### src/rtl/prv32_muldiv_seq_pkg.sv
// Shared encodings for the RV32M multi-cycle sequencer: ALU op codes, FSM states, op decode.
package prv32_muldiv_seq_pkg;

    localparam int unsigned ALUFN_W = 5;

    localparam logic [ALUFN_W-1:0] ALU_MUL    = 5'h10;
    localparam logic [ALUFN_W-1:0] ALU_MULH   = 5'h11;
    localparam logic [ALUFN_W-1:0] ALU_MULHSU = 5'h12;
    localparam logic [ALUFN_W-1:0] ALU_MULHU  = 5'h13;
    localparam logic [ALUFN_W-1:0] ALU_DIV    = 5'h14;
    localparam logic [ALUFN_W-1:0] ALU_DIVU   = 5'h15;
    localparam logic [ALUFN_W-1:0] ALU_REM    = 5'h16;
    localparam logic [ALUFN_W-1:0] ALU_REMU   = 5'h17;

    typedef enum logic [1:0] {
        S_IDLE = 2'd0,
        S_RUN  = 2'd1,
        S_FIX  = 2'd2,
        S_DONE = 2'd3
    } state_t;

    // sel_hi: upper product word for MULH*, remainder for REM*
    typedef struct packed {
        logic is_m;
        logic is_div;
        logic sgn_a;
        logic sgn_b;
        logic sel_hi;
    } op_dec_t;

    function automatic op_dec_t decode_op(input logic [ALUFN_W-1:0] op);
        op_dec_t d;
        d = '0;
        case (op)
            ALU_MUL:    d = '{is_m: 1'b1, is_div: 1'b0, sgn_a: 1'b1, sgn_b: 1'b1, sel_hi: 1'b0};
            ALU_MULH:   d = '{is_m: 1'b1, is_div: 1'b0, sgn_a: 1'b1, sgn_b: 1'b1, sel_hi: 1'b1};
            ALU_MULHSU: d = '{is_m: 1'b1, is_div: 1'b0, sgn_a: 1'b1, sgn_b: 1'b0, sel_hi: 1'b1};
            ALU_MULHU:  d = '{is_m: 1'b1, is_div: 1'b0, sgn_a: 1'b0, sgn_b: 1'b0, sel_hi: 1'b1};
            ALU_DIV:    d = '{is_m: 1'b1, is_div: 1'b1, sgn_a: 1'b1, sgn_b: 1'b1, sel_hi: 1'b0};
            ALU_DIVU:   d = '{is_m: 1'b1, is_div: 1'b1, sgn_a: 1'b0, sgn_b: 1'b0, sel_hi: 1'b0};
            ALU_REM:    d = '{is_m: 1'b1, is_div: 1'b1, sgn_a: 1'b1, sgn_b: 1'b1, sel_hi: 1'b1};
            ALU_REMU:   d = '{is_m: 1'b1, is_div: 1'b1, sgn_a: 1'b0, sgn_b: 1'b0, sel_hi: 1'b1};
            default:    d = '0;
        endcase
        return d;
    endfunction

endpackage

### src/rtl/prv32_muldiv_step.sv
// One radix-2 iteration: shift-add multiply step or restoring-divide step on the 64-bit accumulator.
module prv32_muldiv_step #(
    parameter int unsigned XLEN = 32
) (
    input  logic              i_is_div,
    input  logic [2*XLEN-1:0] i_acc,
    input  logic [XLEN-1:0]   i_opnd,
    output logic [2*XLEN-1:0] o_acc
);

    logic [XLEN:0]   w_sum;
    logic [XLEN:0]   w_rem_sh;
    logic [XLEN-1:0] w_diff;
    logic            w_fits;

    // Multiply: acc = {partial_hi, multiplier}; divide: acc = {remainder, dividend/quotient}
    always_comb begin
        w_sum    = {1'b0, i_acc[2*XLEN-1:XLEN]} + (i_acc[0] ? {1'b0, i_opnd} : '0);
        w_rem_sh = i_acc[2*XLEN-1:XLEN-1];
        w_fits   = (w_rem_sh >= {1'b0, i_opnd});
        w_diff   = w_rem_sh[XLEN-1:0] - i_opnd;
        if (i_is_div) begin
            if (w_fits) begin
                o_acc = {w_diff, i_acc[XLEN-2:0], 1'b1};
            end else begin
                o_acc = {i_acc[2*XLEN-2:0], 1'b0};
            end
        end else begin
            o_acc = {w_sum, i_acc[XLEN-1:1]};
        end
    end

endmodule

### src/rtl/prv32_muldiv_seq.sv
// Multi-cycle RV32M sequencer: latches |a|,|b| and signs at accept, iterates 32 radix-2 steps,
// then sign-corrects and selects the result word; divide corner cases may finish at accept.
module prv32_muldiv_seq
    import prv32_muldiv_seq_pkg::*;
#(
    parameter int unsigned XLEN      = 32,
    parameter bit          EARLY_OUT = 1'b1
) (
    input  logic               clk,
    input  logic               rst,
    input  logic               start,
    input  logic [ALUFN_W-1:0] alufn,
    input  logic [XLEN-1:0]    a,
    input  logic [XLEN-1:0]    b,
    input  logic               kill,
    output logic               ready,
    output logic               busy,
    output logic               done,
    output logic [XLEN-1:0]    r
);

    localparam int unsigned     CNT_W   = 5;
    localparam logic [XLEN-1:0] INT_MIN = {1'b1, {(XLEN-1){1'b0}}};

    state_t            r_state, w_state_nxt;
    logic [2*XLEN-1:0] r_acc, w_acc_nxt, w_step_acc;
    logic [XLEN-1:0]   r_opnd, w_opnd_nxt;
    logic [XLEN-1:0]   r_res, w_res_nxt;
    logic [CNT_W-1:0]  r_cnt, w_cnt_nxt;
    logic              r_is_div, w_is_div_nxt;
    logic              r_sel_hi, w_sel_hi_nxt;
    logic              r_sa, w_sa_nxt;
    logic              r_sb, w_sb_nxt;
    logic              r_bzero, w_bzero_nxt;
    logic              r_ready, r_busy, r_done;

    op_dec_t           w_dec;
    logic              w_sa, w_sb, w_accept, w_ovf, w_special;
    logic [XLEN-1:0]   w_abs_a, w_abs_b, w_special_res;
    logic [2*XLEN-1:0] w_prod;
    logic [XLEN-1:0]   w_quo, w_rem, w_fix_res;

    prv32_muldiv_step #(.XLEN(XLEN)) u_step (
        .i_is_div (r_is_div),
        .i_acc    (r_acc),
        .i_opnd   (r_opnd),
        .o_acc    (w_step_acc)
    );

    // Accept-time decode and RISC-V divide corner cases
    assign w_dec     = decode_op(alufn);
    assign w_sa      = w_dec.sgn_a & a[XLEN-1];
    assign w_sb      = w_dec.sgn_b & b[XLEN-1];
    assign w_abs_a   = w_sa ? (~a + XLEN'(1)) : a;
    assign w_abs_b   = w_sb ? (~b + XLEN'(1)) : b;
    assign w_accept  = start & w_dec.is_m & ~kill;
    assign w_ovf     = w_dec.sgn_a & (a == INT_MIN) & (b == '1);
    assign w_special = EARLY_OUT & w_dec.is_div & ((b == '0) | w_ovf);
    assign w_special_res = (b == '0) ? (w_dec.sel_hi ? a : '1)
                                     : (w_dec.sel_hi ? '0 : INT_MIN);

    // Sign correction; a zero divisor keeps the all-ones quotient unsigned
    assign w_prod    = (r_sa ^ r_sb) ? (~r_acc + (2*XLEN)'(1)) : r_acc;
    assign w_quo     = ((r_sa ^ r_sb) & ~r_bzero) ? (~r_acc[XLEN-1:0] + XLEN'(1)) : r_acc[XLEN-1:0];
    assign w_rem     = r_sa ? (~r_acc[2*XLEN-1:XLEN] + XLEN'(1)) : r_acc[2*XLEN-1:XLEN];
    assign w_fix_res = r_is_div ? (r_sel_hi ? w_rem : w_quo)
                                : (r_sel_hi ? w_prod[2*XLEN-1:XLEN] : w_prod[XLEN-1:0]);

    always_comb begin
        w_state_nxt  = r_state;
        w_acc_nxt    = r_acc;
        w_opnd_nxt   = r_opnd;
        w_res_nxt    = r_res;
        w_cnt_nxt    = r_cnt;
        w_is_div_nxt = r_is_div;
        w_sel_hi_nxt = r_sel_hi;
        w_sa_nxt     = r_sa;
        w_sb_nxt     = r_sb;
        w_bzero_nxt  = r_bzero;
        case (r_state)
            S_IDLE: begin
                if (w_accept) begin
                    w_is_div_nxt = w_dec.is_div;
                    w_sel_hi_nxt = w_dec.sel_hi;
                    w_sa_nxt     = w_sa;
                    w_sb_nxt     = w_sb;
                    w_bzero_nxt  = (b == '0);
                    w_cnt_nxt    = '0;
                    w_acc_nxt    = {{XLEN{1'b0}}, (w_dec.is_div ? w_abs_a : w_abs_b)};
                    w_opnd_nxt   = w_dec.is_div ? w_abs_b : w_abs_a;
                    if (w_special) begin
                        w_res_nxt   = w_special_res;
                        w_state_nxt = S_DONE;
                    end else begin
                        w_state_nxt = S_RUN;
                    end
                end
            end
            S_RUN: begin
                if (kill) begin
                    w_state_nxt = S_IDLE;
                end else begin
                    w_acc_nxt = w_step_acc;
                    w_cnt_nxt = r_cnt + CNT_W'(1);
                    if (r_cnt == CNT_W'(XLEN-1)) begin
                        w_state_nxt = S_FIX;
                    end
                end
            end
            S_FIX: begin
                if (kill) begin
                    w_state_nxt = S_IDLE;
                end else begin
                    w_res_nxt   = w_fix_res;
                    w_state_nxt = S_DONE;
                end
            end
            S_DONE:  w_state_nxt = S_IDLE;
            default: w_state_nxt = S_IDLE;
        endcase
    end

    always_ff @(posedge clk or posedge rst) begin
        if (rst) begin
            r_state  <= S_IDLE;
            r_acc    <= '0;
            r_opnd   <= '0;
            r_res    <= '0;
            r_cnt    <= '0;
            r_is_div <= 1'b0;
            r_sel_hi <= 1'b0;
            r_sa     <= 1'b0;
            r_sb     <= 1'b0;
            r_bzero  <= 1'b0;
            r_ready  <= 1'b1;
            r_busy   <= 1'b0;
            r_done   <= 1'b0;
        end else begin
            r_state  <= w_state_nxt;
            r_acc    <= w_acc_nxt;
            r_opnd   <= w_opnd_nxt;
            r_res    <= w_res_nxt;
            r_cnt    <= w_cnt_nxt;
            r_is_div <= w_is_div_nxt;
            r_sel_hi <= w_sel_hi_nxt;
            r_sa     <= w_sa_nxt;
            r_sb     <= w_sb_nxt;
            r_bzero  <= w_bzero_nxt;
            r_ready  <= (w_state_nxt == S_IDLE);
            r_busy   <= (w_state_nxt == S_RUN) || (w_state_nxt == S_FIX);
            r_done   <= (w_state_nxt == S_DONE);
        end
    end

    assign ready = r_ready;
    assign busy  = r_busy;
    assign done  = r_done;
    assign r     = r_res;

endmodule

### config.mk
export PLATFORM = sky130hd
export DESIGN_NAME = prv32_muldiv_seq
export DESIGN_NICKNAME = d
export VERILOG_FILES = /design/src/rtl/prv32_muldiv_seq_pkg.sv /design/src/rtl/prv32_muldiv_step.sv /design/src/rtl/prv32_muldiv_seq.sv
export SDC_FILE = /design/constraint.sdc
export NUM_CORES = 1
export LEC_CHECK = 0
export CORE_MARGIN = 4
export CORE_UTILIZATION = 60
export CTS_CLUSTER_DIAMETER = 50
export DETAILED_ROUTE_END_ITERATION = 10
export HOLD_SLACK_MARGIN = 0.06
export PLACE_DENSITY = 0.81
export SYNTH_ARGS = -nofsm -noshare
export SYNTH_HDL_FRONTEND = slang
export SYNTH_HIERARCHICAL = 1
export SYNTH_SLANG_ARGS = --single-unit
### constraint.sdc
create_clock -name clk -period 6.95 [get_ports clk]
set_input_delay 1.39 -clock clk [delete_from_list [all_inputs] [get_ports clk]]
set_output_delay 1.39 -clock clk [all_outputs]
set_load 0.005 [all_outputs]
* Word level (Yosys, flattened, before mapping)
Memories as Yosys holds them, arrays and structs flattened.
Index checks and enable logic that the tools add are counted.
** Word-level totals
- Memories :: 1
- ROM bits :: 160
- Input port bits :: 73
- Register bits after elaboration :: 143
** Operators by class
- Add/sub/neg operators :: 8
- Multiplexer cells :: 32
- Eq/ne operators :: 13
- Order comparisons :: 1
- Bitwise operators :: 17
- Reductions and logical operators :: 9
** Memory list
- (no name shown) :: words 32, width 5, read ports 1, clocked after Yosys merged registers in 0, write ports 0, line prv32_muldiv_seq_pkg.sv:34 : case (op)
** Operators by type and width (number)
- $mux 32 :: 16
- $mux 64 :: 5
- $add 32x1->32 const B :: 4
- $not 32->32 :: 4
- $pmux 64 s2 :: 1
- $add 64x1->64 const B :: 1
- $eq 32x32->1 const B :: 2
- $not 64->64 :: 1
- $pmux 32 s2 :: 1
- $add 32x33->33 :: 1
- $ge 33x32->1 :: 1
- $logic_not 32->1 :: 1
- $sub 32x32->32 :: 1
- $mux 2 :: 5
- $mux 5 :: 2
- $pmux 5 s2 :: 1
- $and 1x1->1 :: 8
- $eq 2x2->1 const B :: 4
- $ne 2x2->1 const B :: 4
- $pmux 2 s4 :: 1
- $add 5x1->5 const B :: 1
- $eq 5x5->1 const B :: 1
- $eq 2x1->1 const B :: 2
- $logic_not 2->1 :: 2
- 8 further kinds :: 10

* Longest topological paths before layout
- Depth after elaboration :: 10
- Depth in mapped cells :: 15
- Gate-level depth less buffers :: 15

* Modules after synthesis
Netlist, hierarchy kept.
** By module, submodules not included
- prv32_muldiv_seq :: area an instance 11637.4 um^2, instances 1, cells each 1548, sequential area each 3579.7 um^2
- prv32_muldiv_step :: area an instance 4698.3 um^2, instances 1, cells each 671, sequential area each 0.0 um^2

* Worst setup path after synthesis
Ideal clock, no wire load.
- Path kind :: input port to flip-flop
- Start point :: in a[0]
- End point :: reg r_res[17] (netlist: r[17])
- Slack :: 3.282 ns
- Cell stages on the path :: 10
- Arrival :: 3.540 ns
- Cell sequence :: inv_1 ha_1 nor3b_1 nand4_1 or4_1 or3_1 nand2_1 buf_2 mux2i_1 o41ai_1
** On the way
- Longest elaborated chain between the ends :: 7
** Ends and longest elaborated chain
- start, declared :: line prv32_muldiv_seq.sv:13 : input logic [XLEN-1:0] a,
- $eq 32x32->1 :: line prv32_muldiv_seq.sv:57 : assign w_ovf = w_dec.sgn_a & (a == INT_MIN) & (b == '1);
- $and 1x1->1 (2 in a row) :: line prv32_muldiv_seq.sv:57
- $or 1x1->1 :: line prv32_muldiv_seq.sv:58 : assign w_special = EARLY_OUT & w_dec.is_div & ((b == '0) | w_ovf);
- $and 1x1->1 :: line prv32_muldiv_seq.sv:58
- $ne 2x2->1 (no source line)
- $reduce_and 4->1 (no source line)
- end signal, assigned :: line prv32_muldiv_seq.sv:142 : r_res <= w_res_nxt;
- end, declared :: line prv32_muldiv_seq.sv:28 : logic [XLEN-1:0] r_res, w_res_nxt;
No other way between the ends.
A chain may end at the register's enable or synchronous reset.

* Worst setup path in the final report
- Start point :: in a[0]
- End point :: reg r_res[7] (netlist: r[7])
The elaborated chain is that of the path after synthesis.

==> results.txt <==
----------------------------------------------------
[Global routing]
  Number of antenna violations at the first check in global routing ... 0
  Global-route layer with the greatest usage ... met2
  Vias in the first global route ... 17000
  GRT met2 Usage ... 63.0%
  Global-route wire length before repair ... 103000 microns
  Combined global-route utilization of all metal layers ... between 40% and 50%
  Maximum number of pins on one net before global-route repair ... 79
  Met1 track utilization from global routing ... 57.2%
  Met3 usage in global routing ... between 15 and 20%
  Grt total ovfl ... 0

[Logic synthesis]
  Unique cell type count in the Yosys netlist ... 91
  Leading area contributor after synthesis ... sky130_fd_sc_hd__dfrtp_1
  Syn. warnings ... 6
  Proportion of synthesized chip area in sequential cells ... 21.9%
  Post-synth EDFFs ... 0
  Post-synthesis cell count ... 2219
  Mean instance size in the synthesized netlist ... 7.36 sq um
  Cell Area, Synth ... 16300 sq um
  Share of the synthesized area in the top cell type ... 21.8%
  Net count of the mapped netlist ... between 2000 and 2500
  Share of synthesized registers carrying an async set or reset ... 100%
  Seq cells post-synth ... approximately 140
  Top cells by area, synth ... sky130_fd_sc_hd__dfrtp_1, sky130_fd_sc_hd__ha_1, sky130_fd_sc_hd__nand2_1, sky130_fd_sc_hd__a21oi_1, sky130_fd_sc_hd__o21ai_0
  Predominant post-synthesis flop cell ... sky130_fd_sc_hd__dfrtp_1

[CTS]
  CTS tree ... yes
  Post-CTS setup buffer count ... 0
  Number of buffers on the longest clock path ... 2
  Level count of the clock H-tree ... 4
  CTS sink count ... 143
  Clock Tree Root ... sky130_fd_sc_hd__clkbuf_16
  Number of buffers created by CTS ... 17
  Number of buffers inserted by hold repair at cts ... 0
  Post-cts gate resize count ... 0
  Clock edge transition at the registers on the reported setup and hold paths ... 0.08 ns
  Insertion delay to the later sink of the worst-skew pair ... 0.45 ns

[Detailed routing]
  Pre-antenna DRT Iters ... 8
  Post-route DRC ... 0
  Post-detailed-routing wire length ... 68300 microns
  Avg WL per Cell ... 26.6 microns
  Vias after detailed routing ... 18700
  Post-route antenna net violation count ... 0
  Number of design-rule violations left by the first detailed-router iteration ... ~3200
  Avg Vias per Cell ... 7.26

[Critical path]
  Flop-to-flop setup slack ... 2.48 ns
  Endpoint of the most critical setup path ... r[7]
  Crit Path Max Fanout ... 61
  Kind of end point of the critical path ... flip-flop
  Data required time at the worst endpoint ... 7.29 ns
  Crit path from ... a[0]
  Cell with the largest stage delay on the worst path ... sky130_fd_sc_hd__nand2_2
  Stage delay of the slowest cell on the critical path ... 0.81 ns
  Critical register-to-register path startpoint ... r_acc[33]
  CP top delay family ... simple AND/OR/NAND/NOR gates
  Reg2Reg Depth ... 13
  Cell breakdown of the critical path ... clkdlybuf4s50_1 -> inv_1 -> ha_1 -> nor3b_1 -> nand4_1 -> or4_1 -> or3_1 -> nand2_2 -> nand2_1 -> o32a_1
  Crit path buf inv count ... 2
  R2r endpoint ... r_acc[57]
  Critical path depth in cells ... 10
  Type of element launching the critical path ... input pin
  Critical Setup Path Class ... input pin to flip-flop
  Data arrival time of the worst path ... 5.16 ns

[Floorplan]
  Initial standard-cell utilization of the core ... 60.8%
  Area of the core ... 26900 sq um
  Number of top-level design ports ... 108
  Chip Width ... 173 microns
  Overall die height ... 173 microns
  Number of standard-cell rows in the floorplan ... 60
  Die outline area ... 29900 sq um

[STA]
  Final Slew Violations ... 0
  Rel. slew slack ... 18.1%
  Fraction of the cycle the final worst path needs ... 69.3%
  Final sum of negative setup slack ... 0 ns
  Final-report hold violation count ... 0
  Setup violators final ... 0
  F_max ... 208 MHz
  Tightest Pin Transition ... about 1.2 ns
  Final setup skew ... 0.0192 ns
  Fin crit period ... just under 5 ns
  RSZ-0062 raised after global routing ... no

[Outcome]
  Run status ... finished clean

[Final layout]
  Layout overhead on the synthesized area ... 10.3%
  Number of nets in the layout ... 2362
  Share of final-layout standard cells stronger than drive strength 1 ... 6.65%
  FILL cells ... between 2000 and 2500
  ANT cells ... 0
  Final instance area ... between 15000 and 20000 sq um

[Power and ir drop]
  Worst-case vdd ir drop ... around 0.00016 V
  Pwr dens ... 255 nW/um^2
  Leakage power figure ... 0.00757 uW

[Placed design]
  Placer congestion estimate ... 1.06
  Number of input and output port buffers inserted ... 107
  Total cell area at the placement stage ... 17400 sq um
  Detailed placement HPWL ... 51200 microns

[Flow run]
  Maxcap violations ... 0

[Worst hold path]
  Worst min-delay path class ... flip-flop to flip-flop

----------------------------------------------------
-- Yosys cell counts, types with 28 or more instances --
library cell and number:
sky130_fd_sc_hd__clkbuf_1 130, sky130_fd_sc_hd__a31oi_1 61, sky130_fd_sc_hd__xnor2_1 90, sky130_fd_sc_hd__and3_1 37, sky130_fd_sc_hd__nor4_1 35, sky130_fd_sc_hd__xor2_1 72, sky130_fd_sc_hd__a21oi_1 164, sky130_fd_sc_hd__nor3_1 48
sky130_fd_sc_hd__inv_1 75, sky130_fd_sc_hd__o31ai_1 28, sky130_fd_sc_hd__nor2_1 203, sky130_fd_sc_hd__mux2_2 38, sky130_fd_sc_hd__ha_1 73, sky130_fd_sc_hd__mux2i_1 35, sky130_fd_sc_hd__o21ai_0 158, sky130_fd_sc_hd__nand2_1 237
sky130_fd_sc_hd__nand4_1 37, sky130_fd_sc_hd__and2_1 39, sky130_fd_sc_hd__dfrtp_1 142, sky130_fd_sc_hd__nand3_1 93, sky130_fd_sc_hd__a21o_1 46
-- registers in the layout (all words and copies together), names as in the netlist --
register and count:
busy 1, done 1, r 32, r_acc 64, r_bzero 1, r_cnt 5
r_is_div 1, r_opnd 32, r_sa 1, r_sb 1, r_sel_hi 1, r_state 2
ready 1
-- how the worst min path moves through the flow --
stage                     startpoint        to  slack (ns)  cells after the start
after floorplan             r_cnt[4]  r_cnt[4]        0.45                      2
after global placement      r_cnt[4]  r_cnt[4]        0.46                      2
after detailed placement        r[7]      r[7]        0.49                      1
after CTS                       r[7]      r[7]        0.51                      1
after global routing            r[7]      r[7]        0.53                      1
final                           r[7]      r[7]        0.51                      1
-- per-layer routing --
| metal | vias up | wire [microns] | share of wire [%] |
|---|---|---|---|
| met1 | 8721 | 25600 | 37 |
| met4 | 0 | 4640 | 6.8 |
| met3 | 319 | 10000 | 15 |
| li1 | 8151 | - | - |
| met5 | - | 0 | 0 |
| met2 | 1461 | 28100 | 41 |
-- per-stage QoR --
| stage | setup slack, ns | instances | power, uW | util (%) | hold slack (ns) |
|---|---|---|---|---|---|
| floorplan | 1.72 | 2219 | 2790 | - | 0.445 |
| global placement | 1.86 | 2536 | 3470 | 64.9 | 0.460 |
| detailed placement | 1.81 | 2536 | 3520 | 64.9 | 0.495 |
| CTS | 2.27 | 2568 | 4460 | 67.1 | 0.512 |
| global route | 1.96 | 2568 | 4790 | 67.1 | 0.527 |
| finish | 2.13 | 2568 | 4600 | 67.1 | 0.509 |
-- where the power goes --
group | total [uW] | switching (uW) | internal (uW)
clock | 945 | 440 | 505
combinational | 2330 | 1430 | 896
sequential | 1320 | 354 | 970
-- cell families after synthesis --
| logic type | after synthesis | share of synthesized area, % |
|---|---|---|
| compound gates | 678 | 27.0 |
| xor+xnor | 162 | 8.69 |
| fa+ha+maj | 75 | 5.84 |
| buf+inv | 233 | 5.63 |
| flops | 143 | 21.9 |
| mux | 73 | 4.76 |
| simple gates | 855 | 26.2 |
-- final cells by class --
type	instances	area [sq um]	area share, %
Clock buffer	17	425	2.36
Clock inverter	15	149	0.826
Inverter	77	294	1.63
Multi-Input combinational cell	1843	11900	65.9
Sequential cell	143	3580	19.9
Tap cell	341	427	2.37
Timing Repair Buffer	132	1260	6.98
-- cell usage in the layout (no fill, tap or decap), drive strengths merged, types with 22 or more instances in the layout --
cell / instances
mux2: 38
and2: 41
inv: 83
ha: 73
o21ai: 164
a21oi: 164
o211ai: 28
a21o: 46
a211oi: 22
nor4: 40
dfrtp: 142
o31ai: 28
xnor2: 90
xor2: 72
nor2: 203
o221ai: 22
clkdlybuf4s50: 107
nor3: 48
mux2i: 35
nand4: 38
and3: 37
buf: 25
a31oi: 61
nand2: 237
or3: 25
nand3: 94
Note: power is estimated with default switching activity, not from simulation.
